### src/rtl/html_char_source_pkg.sv
// html_defines: character constants and fetch-state type for the HTML character source.
`ifndef HTML_DEFINES_CHAR_BITES
`define HTML_DEFINES_CHAR_BITES
`define CHAR_BITES 8
`endif
package html_defines;
    localparam logic [`CHAR_BITES-1:0] CHAR_NUL   = 8'h00;
    localparam logic [`CHAR_BITES-1:0] CHAR_SPACE = 8'h20;
    localparam logic [`CHAR_BITES-1:0] CHAR_TAB   = 8'h09;
    localparam logic [`CHAR_BITES-1:0] CHAR_LF    = 8'h0A;
    localparam logic [`CHAR_BITES-1:0] CHAR_CR    = 8'h0D;
    typedef enum logic {FETCH, DONE} fetch_state_t;
    function automatic logic [`CHAR_BITES-1:0] ws_map(input logic [`CHAR_BITES-1:0] c);
        return (c == CHAR_TAB || c == CHAR_LF || c == CHAR_CR) ? CHAR_SPACE : c;
    endfunction
endpackage

### src/rtl/html_char_source_fifo.sv
// char_fifo: power-of-two circular prefetch buffer; dout reads 0 while empty.
module char_fifo #(
    parameter int DEPTH = 4,
    parameter int WIDTH = 8,
    localparam int CW = $clog2(DEPTH) + 1,
    localparam int PW = $clog2(DEPTH)
) (
    input  logic             clock,
    input  logic             reset,
    input  logic             push,
    input  logic [WIDTH-1:0] din,
    input  logic             pop,
    output logic [WIDTH-1:0] dout,
    output logic [CW-1:0]    count
);
    logic [WIDTH-1:0] mem [DEPTH];
    logic [PW-1:0] rd_ptr, wr_ptr;
    assign dout = (count != '0) ? mem[rd_ptr] : '0;
    always_ff @(posedge clock)
        if (push) mem[wr_ptr] <= din;
    always_ff @(posedge clock) begin
        if (reset) begin
            rd_ptr <= '0;
            wr_ptr <= '0;
            count  <= '0;
        end else begin
            if (push) wr_ptr <= wr_ptr + PW'(1);
            if (pop) rd_ptr <= rd_ptr + PW'(1);
            count <= count + CW'(push) - CW'(pop);
        end
    end
endmodule

### src/rtl/html_char_source.sv
// html_char_source: prefetches document bytes from a synchronous ROM and serves them one char per next_char.
// Optional WHITESPACE_COLLAPSE_EN maps tab/LF/CR to space and squeezes runs of spaces.
module html_char_source
    import html_defines::*;
#(
    parameter int ADDR_WIDTH = 12,
    parameter int DOC_LENGTH = 4096,
    parameter int FIFO_DEPTH = 4
) (
    input  logic                   clock,
    input  logic                   reset,
    input  logic                   enable,
    input  logic                   next_char,
    output logic [`CHAR_BITES-1:0] char,
    output logic                   char_valid,
    output logic                   at_end,
    output logic                   underflow,
    output logic [ADDR_WIDTH-1:0]  rom_addr,
    output logic                   rom_rd,
    input  logic [`CHAR_BITES-1:0] rom_data
);
    localparam int CW = $clog2(FIFO_DEPTH) + 1;
    localparam logic [ADDR_WIDTH:0] DOC_END = (ADDR_WIDTH+1)'(DOC_LENGTH);
    localparam logic [CW:0] DEPTH_W = (CW+1)'(FIFO_DEPTH);
    fetch_state_t state, state_d;
    logic [ADDR_WIDTH:0] addr;
    logic [CW-1:0] count, inflight;
    logic [CW:0] used;
    logic ret, issue, pop, push, drop;
    logic [`CHAR_BITES-1:0] byte_in;
    // a pop in this cycle already frees its slot, so the refill can issue alongside it
    assign pop        = enable && next_char && char_valid;
    assign used       = {1'b0, count} + {1'b0, inflight} - (CW+1)'(pop);
    assign issue      = state == FETCH && enable && used < DEPTH_W && addr < DOC_END;
    assign push       = ret && state == FETCH && rom_data != CHAR_NUL && !drop;
    assign char_valid = count != '0;
`ifdef WHITESPACE_COLLAPSE_EN
    logic last_space;
    assign byte_in = ws_map(rom_data);
    assign drop    = last_space && byte_in == CHAR_SPACE;
    always_ff @(posedge clock) begin
        if (reset) last_space <= 1'b0;
        else if (push) last_space <= byte_in == CHAR_SPACE;
    end
`else
    assign byte_in = rom_data;
    assign drop    = 1'b0;
`endif
    always_comb begin
        state_d = state;
        state_d = (state == FETCH && ((ret && rom_data == CHAR_NUL) || (addr == DOC_END && inflight == '0))) ? DONE : state;
    end
    always_ff @(posedge clock) begin
        if (reset) begin
            state     <= FETCH;
            addr      <= '0;
            inflight  <= '0;
            rom_rd    <= 1'b0;
            rom_addr  <= '0;
            ret       <= 1'b0;
            at_end    <= 1'b0;
            underflow <= 1'b0;
        end else begin
            state    <= state_d;
            ret      <= rom_rd;
            rom_rd   <= issue;
            inflight <= inflight + CW'(issue) - CW'(ret);
            at_end   <= state == DONE && count == '0 && inflight == '0;
            if (issue) begin
                rom_addr <= addr[ADDR_WIDTH-1:0];
                addr     <= addr + (ADDR_WIDTH+1)'(1);
            end
            if (enable && next_char && !char_valid && !at_end) underflow <= 1'b1;
        end
    end
    char_fifo #(.DEPTH(FIFO_DEPTH), .WIDTH(`CHAR_BITES)) u_fifo (
        .clock (clock),
        .reset (reset),
        .push  (push),
        .din   (byte_in),
        .pop   (pop),
        .dout  (char),
        .count (count)
    );
endmodule
### config.mk
export PLATFORM = sky130hd
export DESIGN_NAME = html_char_source
export DESIGN_NICKNAME = d
export VERILOG_FILES = /design/src/rtl/html_char_source_pkg.sv /design/src/rtl/html_char_source_fifo.sv /design/src/rtl/html_char_source.sv
export SDC_FILE = /design/constraint.sdc
export NUM_CORES = 1
export LEC_CHECK = 0
export CAP_MARGIN = 20
export CELL_PAD_IN_SITES_DETAIL_PLACEMENT = 1
export CELL_PAD_IN_SITES_GLOBAL_PLACEMENT = 2
export CORE_ASPECT_RATIO = 0.75
export CORE_MARGIN = 2
export CORE_UTILIZATION = 34
export DETAILED_ROUTE_END_ITERATION = 8
export GPL_TIMING_DRIVEN = 0
export MAX_ROUTING_LAYER = met4
export PLACE_DENSITY = 0.83
export SLEW_MARGIN = 20
export SYNTH_ARGS = -nofsm -noshare
export SYNTH_HDL_FRONTEND = slang
export SYNTH_SLANG_ARGS = --single-unit
### constraint.sdc
create_clock -name clock -period 9.2 [get_ports clock]
set_input_delay 0.92 -clock clock [delete_from_list [all_inputs] [get_ports clock]]
set_output_delay 0.92 -clock clock [all_outputs]
set_load 0.01 [all_outputs]
# Yosys cells after proc, flatten, opt, wreduce, memory -nomap -nowiden

Memory sizes are Yosys's and may differ from the RTL's. A register that Yosys moved wholly into a read port is not among the register bits.
Index checks and enable logic that the tools add are counted.

Add/subtract/negate cells: 9
Div/mod/pow operators: 0
Multiply operators: 0
Equality and inequality tests: 1
Shifts and indexed selects: 0
Mux-type cells: 5
Order comparisons: 2
Reduce and logical (&&, ||, !) cells: 22
Bitwise gates (word level): 1

Operators by type and width:

| kind                  | number |
|---|---|
| $logic_and 1x1->1     | 14 |
| $add 13x1->13 const B | 1 |
| $eq 13x13->1 const B  | 1 |
| $lt 13x13->1 const B  | 1 |
| $logic_not 8->1       | 1 |
| $mux 8                | 1 |
| $reduce_bool 8->1     | 1 |
| $add 3x1->3           | 2 |
| $logic_not 3->1       | 2 |
| $sub 3x1->3           | 2 |
| $add 2x1->2 const B   | 2 |
| $add 3x3->4           | 1 |
| $lt 4x3->1 const B    | 1 |
| $mux 2                | 2 |
| $sub 4x1->4           | 1 |
| $reduce_bool 3->1     | 1 |
| $logic_not 1->1       | 2 |
| $mux 1                | 2 |
| $logic_or 1x1->1      | 1 |
| $not 1->1             | 1 |

Memories: 1
RAM bits: 32
ROM bits: 0
Bits in registers: 40
Latch bits: 0
Logic and storage cells: 52

Memories:

| name       | depth | width | read ports | clocked after memory_dff | write ports | line                        | RTL |
|---|---|---|---|---|---|---|---|
| u_fifo.mem | 4     | 8     | 1          | 1                        | 1           | html_char_source_fifo.sv:16 | `logic [WIDTH-1:0] mem [DEPTH];` |

# Depth between registers and ports, before layout

Word-level depth: 8
Mapped depth: 15
Depth with buffers taken out: 15

# By module

Synthesis repeated with hierarchy kept, for this count alone.

Cells, all modules: 293
Area, all modules: 3,405.8 µm²

By module, submodules not included:

| module           | instances | seq. area each (µm²) | cells an instance | area an instance (µm²) |
|---|---|---|---|---|
| html_char_source | 1         | 660.6                | 202               | 1,765.4 |
| char_fifo        | 1         | 1,141.1              | 91                | 1,640.3 |

# Least setup slack after synthesis

No wires, ideal clock.

Path kind: input-to-reg
Start: input port next_char
End: register inflight[2]
Stages: 15
Buffers on the path: 0
Required time: 9.072 ns
Setup time: 0.128 ns
Slack: 5.509 ns
Data arrival time: 3.564 ns
Cells stage by stage: o311a_1 > ha_1 > inv_1 > ha_1 > and3b_1 > nor4_2 > nor2_1 > ha_1 > inv_1 > ha_1 > inv_1 > fa_1 > xnor2_1 > xnor2_1 > nor2_1

Longest elaborated chain between the ends: 8

RTL lines:

| item                            | line                   | RTL |
|---|---|---|
| start: declaration              | html_char_source.sv:13 | `input logic next_char,` |
| $logic_and 1x1->1 (2 in series) | html_char_source.sv:32 | `assign pop = enable && next_char && char_valid;` |
| $sub 4x1->4                     | html_char_source.sv:33 | `assign used = {1'b0, count} + {1'b0, inflight} - (CW+1)'(pop);` |
| $lt 4x3->1                      | html_char_source.sv:34 | `assign issue = state == FETCH && enable && used < DEPTH_W && addr < DOC_END;` |
| $logic_and 1x1->1 (2 in series) | html_char_source.sv:34 |  |
| $add 3x1->3                     | html_char_source.sv:67 | `inflight <= inflight + CW'(issue) - CW'(ret);` |
| $sub 3x1->3                     | html_char_source.sv:67 |  |
| end signal: assignment          | html_char_source.sv:67 |  |
| end: declaration                | html_char_source.sv:27 | `logic [CW-1:0] count, inflight;` |

Every way passes these cells.
A chain may end at the register's enable or synchronous reset.

# Worst setup path after layout

Start: input port enable
End: register inflight[2]

Longest elaborated chain between the ends: 8
Elaborated cells between the ends (all ways): 9
Classes of those cells: add/sub (3); order compare (1); reduce/logical (5)

RTL lines:

| item                            | line                   | RTL |
|---|---|---|
| start: declaration              | html_char_source.sv:12 | `input logic enable,` |
| $logic_and 1x1->1 (2 in series) | html_char_source.sv:32 |  |
| named net pop                   | html_char_source.sv:29 | `logic ret, issue, pop, push, drop;` |
| $sub 4x1->4                     | html_char_source.sv:33 |  |
| $lt 4x3->1                      | html_char_source.sv:34 |  |
| $logic_and 1x1->1 (2 in series) | html_char_source.sv:34 |  |
| $add 3x1->3                     | html_char_source.sv:67 |  |
| $sub 3x1->3                     | html_char_source.sv:67 |  |

The timed path passes the listed nets, and every way through them passes these cells.

==> impl_results.md <==
- Wire per inst: ~17 µm
- Worst min path class: reg2reg
- Peak Freq: 227 MHz
- HPWL after DPL: a little under 6 mm
- Initial DRC count: approximately 90
- Sum of negative setup slack: 0 ns
- Critical path class: in2reg
- DRC: 0
- Starting Density: 0.348
- DR pass1 iterations: 5
- Maximum clock path buffer count: 2
- Final Hold Fails: 0
- # clock sinks: 74
- Port bufs: 35
- Drt total wl: about 8 mm
- Synth warn: 0
- Initial antenna violation count: 0
- Die height: ~90 µm
- Top cells by area, synth: edfxtp_1 29%, dfxtp_1 25%, mux4_2 5.4%
- Crit Path Max Fanout: 9
- Global Route Usage Sum: 0.167
- Layout Nets: between 300 and 400
- Hold buffers post-CTS: 0
- Pleak: roughly 1.4 nW
- Seq/Total Area, Yosys: 0.539
- Clk slew on worst S/H paths: approximately 0.060 ns
- Most frequent CP cell: ha_1
- Top_reg_cell synth: dfxtp_1
- Minimum clock period: approximately 4.4 ns
- Pwr dens: 253 nW/µm²
- Mapped Area: between 3000 and 4000 µm²
- Number of register bits inferred by synthesis: 74
- Crit. End Element: register
- Largest net degree at the start of global routing: 14
- Overall power: ~1.0 mW
- CP cell instances: clkdlybuf4s50_1, o311a_1, ha_1, inv_1, ha_1, and3b_1, nor4_2, nor2_1, ha_1, inv_1, ha_1, inv_1, fa_1, xnor2_1, xnor2_1, nor2_1
- Worst EP arrival: between 4 and 5 ns
- Fraction of layout cells with a size suffix above 1: 0.113
- Syn Inst Count: roughly 280
- CTS buffer count: 9
- Crit path largest cell delay: ~0.57 ns
- RSZ-0062 raised after global routing: false
- Slowest cell on the critical path: nor4_2
- CP startpoint kind: input pin
- Synth cell types: 43
- Placer Congestion: approximately 0.82
- FILL cells: 1085
- Max Cap Viol: 0
- Num rows: 31
- Vias in the first global route: about 2500
- Ant. Diodes: 0
- Status: complete, no violations
- Area growth from synthesis to final layout: 23.5%
- Latest clock arrival within the worst-skew pair: about 0.33 ns
- IO Count: 36
- H-tree Lvls: 3
- Syn nets: roughly 310
- Total die area: 10700 µm²
- Die W: around 120 µm
- Slew Limit Fails: 0
- Peak VDD IR: slightly above 0.00009 V
- # resized after CTS: 0
- Biggest area consumer among synthesized cells: edfxtp_1
- Max-slew headroom: 0.499
- Vias: roughly 2300
- CTS tree: done
- Fin crit share: 0.479
- Postcts setup bufs: 0
- Root Driver: clkbuf_16
- Post-synth EDFFs: 32
- Core ar.: around 9600 µm²
- Vias per cell: between 5 and 6
- Worst Clk Skew: roughly 0.0061 ns
- Worst Path Required: 9.40 ns
- First-pass GRT wire length: between 10 and 15 mm
- GR Overflow Total: 0
- Worst Tran Pin Value: around 0.74 ns
- Syn Area/Cell: 11.8 µm²
- Post-route ant nets: 0
- Asr flop ratio synth: 0
- Post-synth top area share: 0.287
- Final setup viols: 0
## layer usage
metal  GRT usage  wire [µm]  vias to the layer above
li1            -          -                     1116
met5           -          0                        -
met2       0.243       3610                       37
met1       0.230       4030                     1174
met4      0.0446         95                        0
met3      0.0444        252                       11
## through the flow
step,util,setup WS [ns],instance area [µm²],hold WS (ns),cells
6_report,0.430,4.79,4130,0.468,467
5_1_grt,0.430,4.49,4130,0.488,467
4_1_cts,0.430,4.77,4130,0.470,467
3_5_place_dp,0.401,4.46,3860,0.458,451
3_3_place_gp,0.401,4.43,3860,0.445,451
2_1_floorplan,-,5.51,3350,0.461,284
## cells by family (layout without fill, tap and decap cells)
family	count (synthesis)	count (layout)	share of synthesized area
and+or+nand+nor	91	91	0.153
DFF	74	74	0.539
AOI/OAI and AO/OA	44	44	0.0950
buffers and inverters	32	83	0.0381
muxes	19	19	0.0901
adders and majority gates	16	16	0.0643
xor gates and xnor gates	8	8	0.0209
## layout make-up
type,instances,area [µm²],area share
inverters,18,67.6,0.0164
plain buffers,14,60.1,0.0145
clock inverters,7,45.0,0.0109
repair buffers,35,350,0.0848
well taps,132,165,0.0400
clock buffers,9,225,0.0545
flip-flops and latches,74,1800,0.436
multi-input cells,178,1420,0.343
## flip-flops by register name, indices dropped and copies added (netlist names), named ones only
name,flops
u_fifo.count,3
state,1
at_end,1
ret,1
rom_rd,1
underflow,1
u_fifo.rd_ptr,2
rom_addr,12
addr,13
u_fifo.mem,32
u_fifo.wr_ptr,2
inflight,3
## worst max-delay path, delay by kind of cell
family                   cells  cell delay (ns)
buffers and inverters        4             0.70
AO/OA/AOI/OAI                1             0.26
AND/OR/NAND/NOR              4             1.08
XOR/XNOR                     2             0.33
adder cells (fa/ha/maj)      5             1.32
## path summary, 6_finish.rpt
check,slack (ns),from,cells after the start,end
setup / recovery,4.79,enable,16,inflight[2]$_SDFF_PP0_
hold / removal,0.47,rom_addr[8]$_SDFFE_PP0P_,2,rom_addr[8]$_SDFFE_PP0P_
setup reg to reg,5.27,inflight[2]$_SDFF_PP0_,15,inflight[2]$_SDFF_PP0_
hold reg to reg,0.47,rom_addr[8]$_SDFFE_PP0P_,2,rom_addr[8]$_SDFFE_PP0P_
## power breakdown
part | switching (mW) | internal (mW) | leakage (nW)
logic | 0.190 | 0.142 | 0.642
registers | 0.0224 | 0.371 | 0.628
clock network | 0.138 | 0.181 | 0.125
## cells in the mapped netlist (all sizes together) (3+ instances only)
cell      n
dfxtp    42
and2      4
o2111ai   3
nor2b    20
nor4      4
ha       14
mux2      9
buf       4
nand2     4
nor3      3
a21oi    18
edfxtp   32
xnor2     6
nor2     22
clkbuf   10
mux4      8
a2111oi   4
o21ai    14
inv      18
nand3    19
nand2b    3
## placed cells by master, fill, tap and decap left out, types with 4 or more instances in the layout
cell type,instances
xnor2_1,6
inv_1,18
nor2b_1,20
nand3_1,19
dfxtp_1,42
and2_1,4
clkbuf_16,9
clkbuf_1,10
nor2_1,22
o21ai_0,14
mux2_2,6
mux4_2,8
nand2_1,4
edfxtp_1,32
a21oi_1,18
ha_1,14
clkdlybuf4s50_1,35
Power figures use the tool's default switching activity.
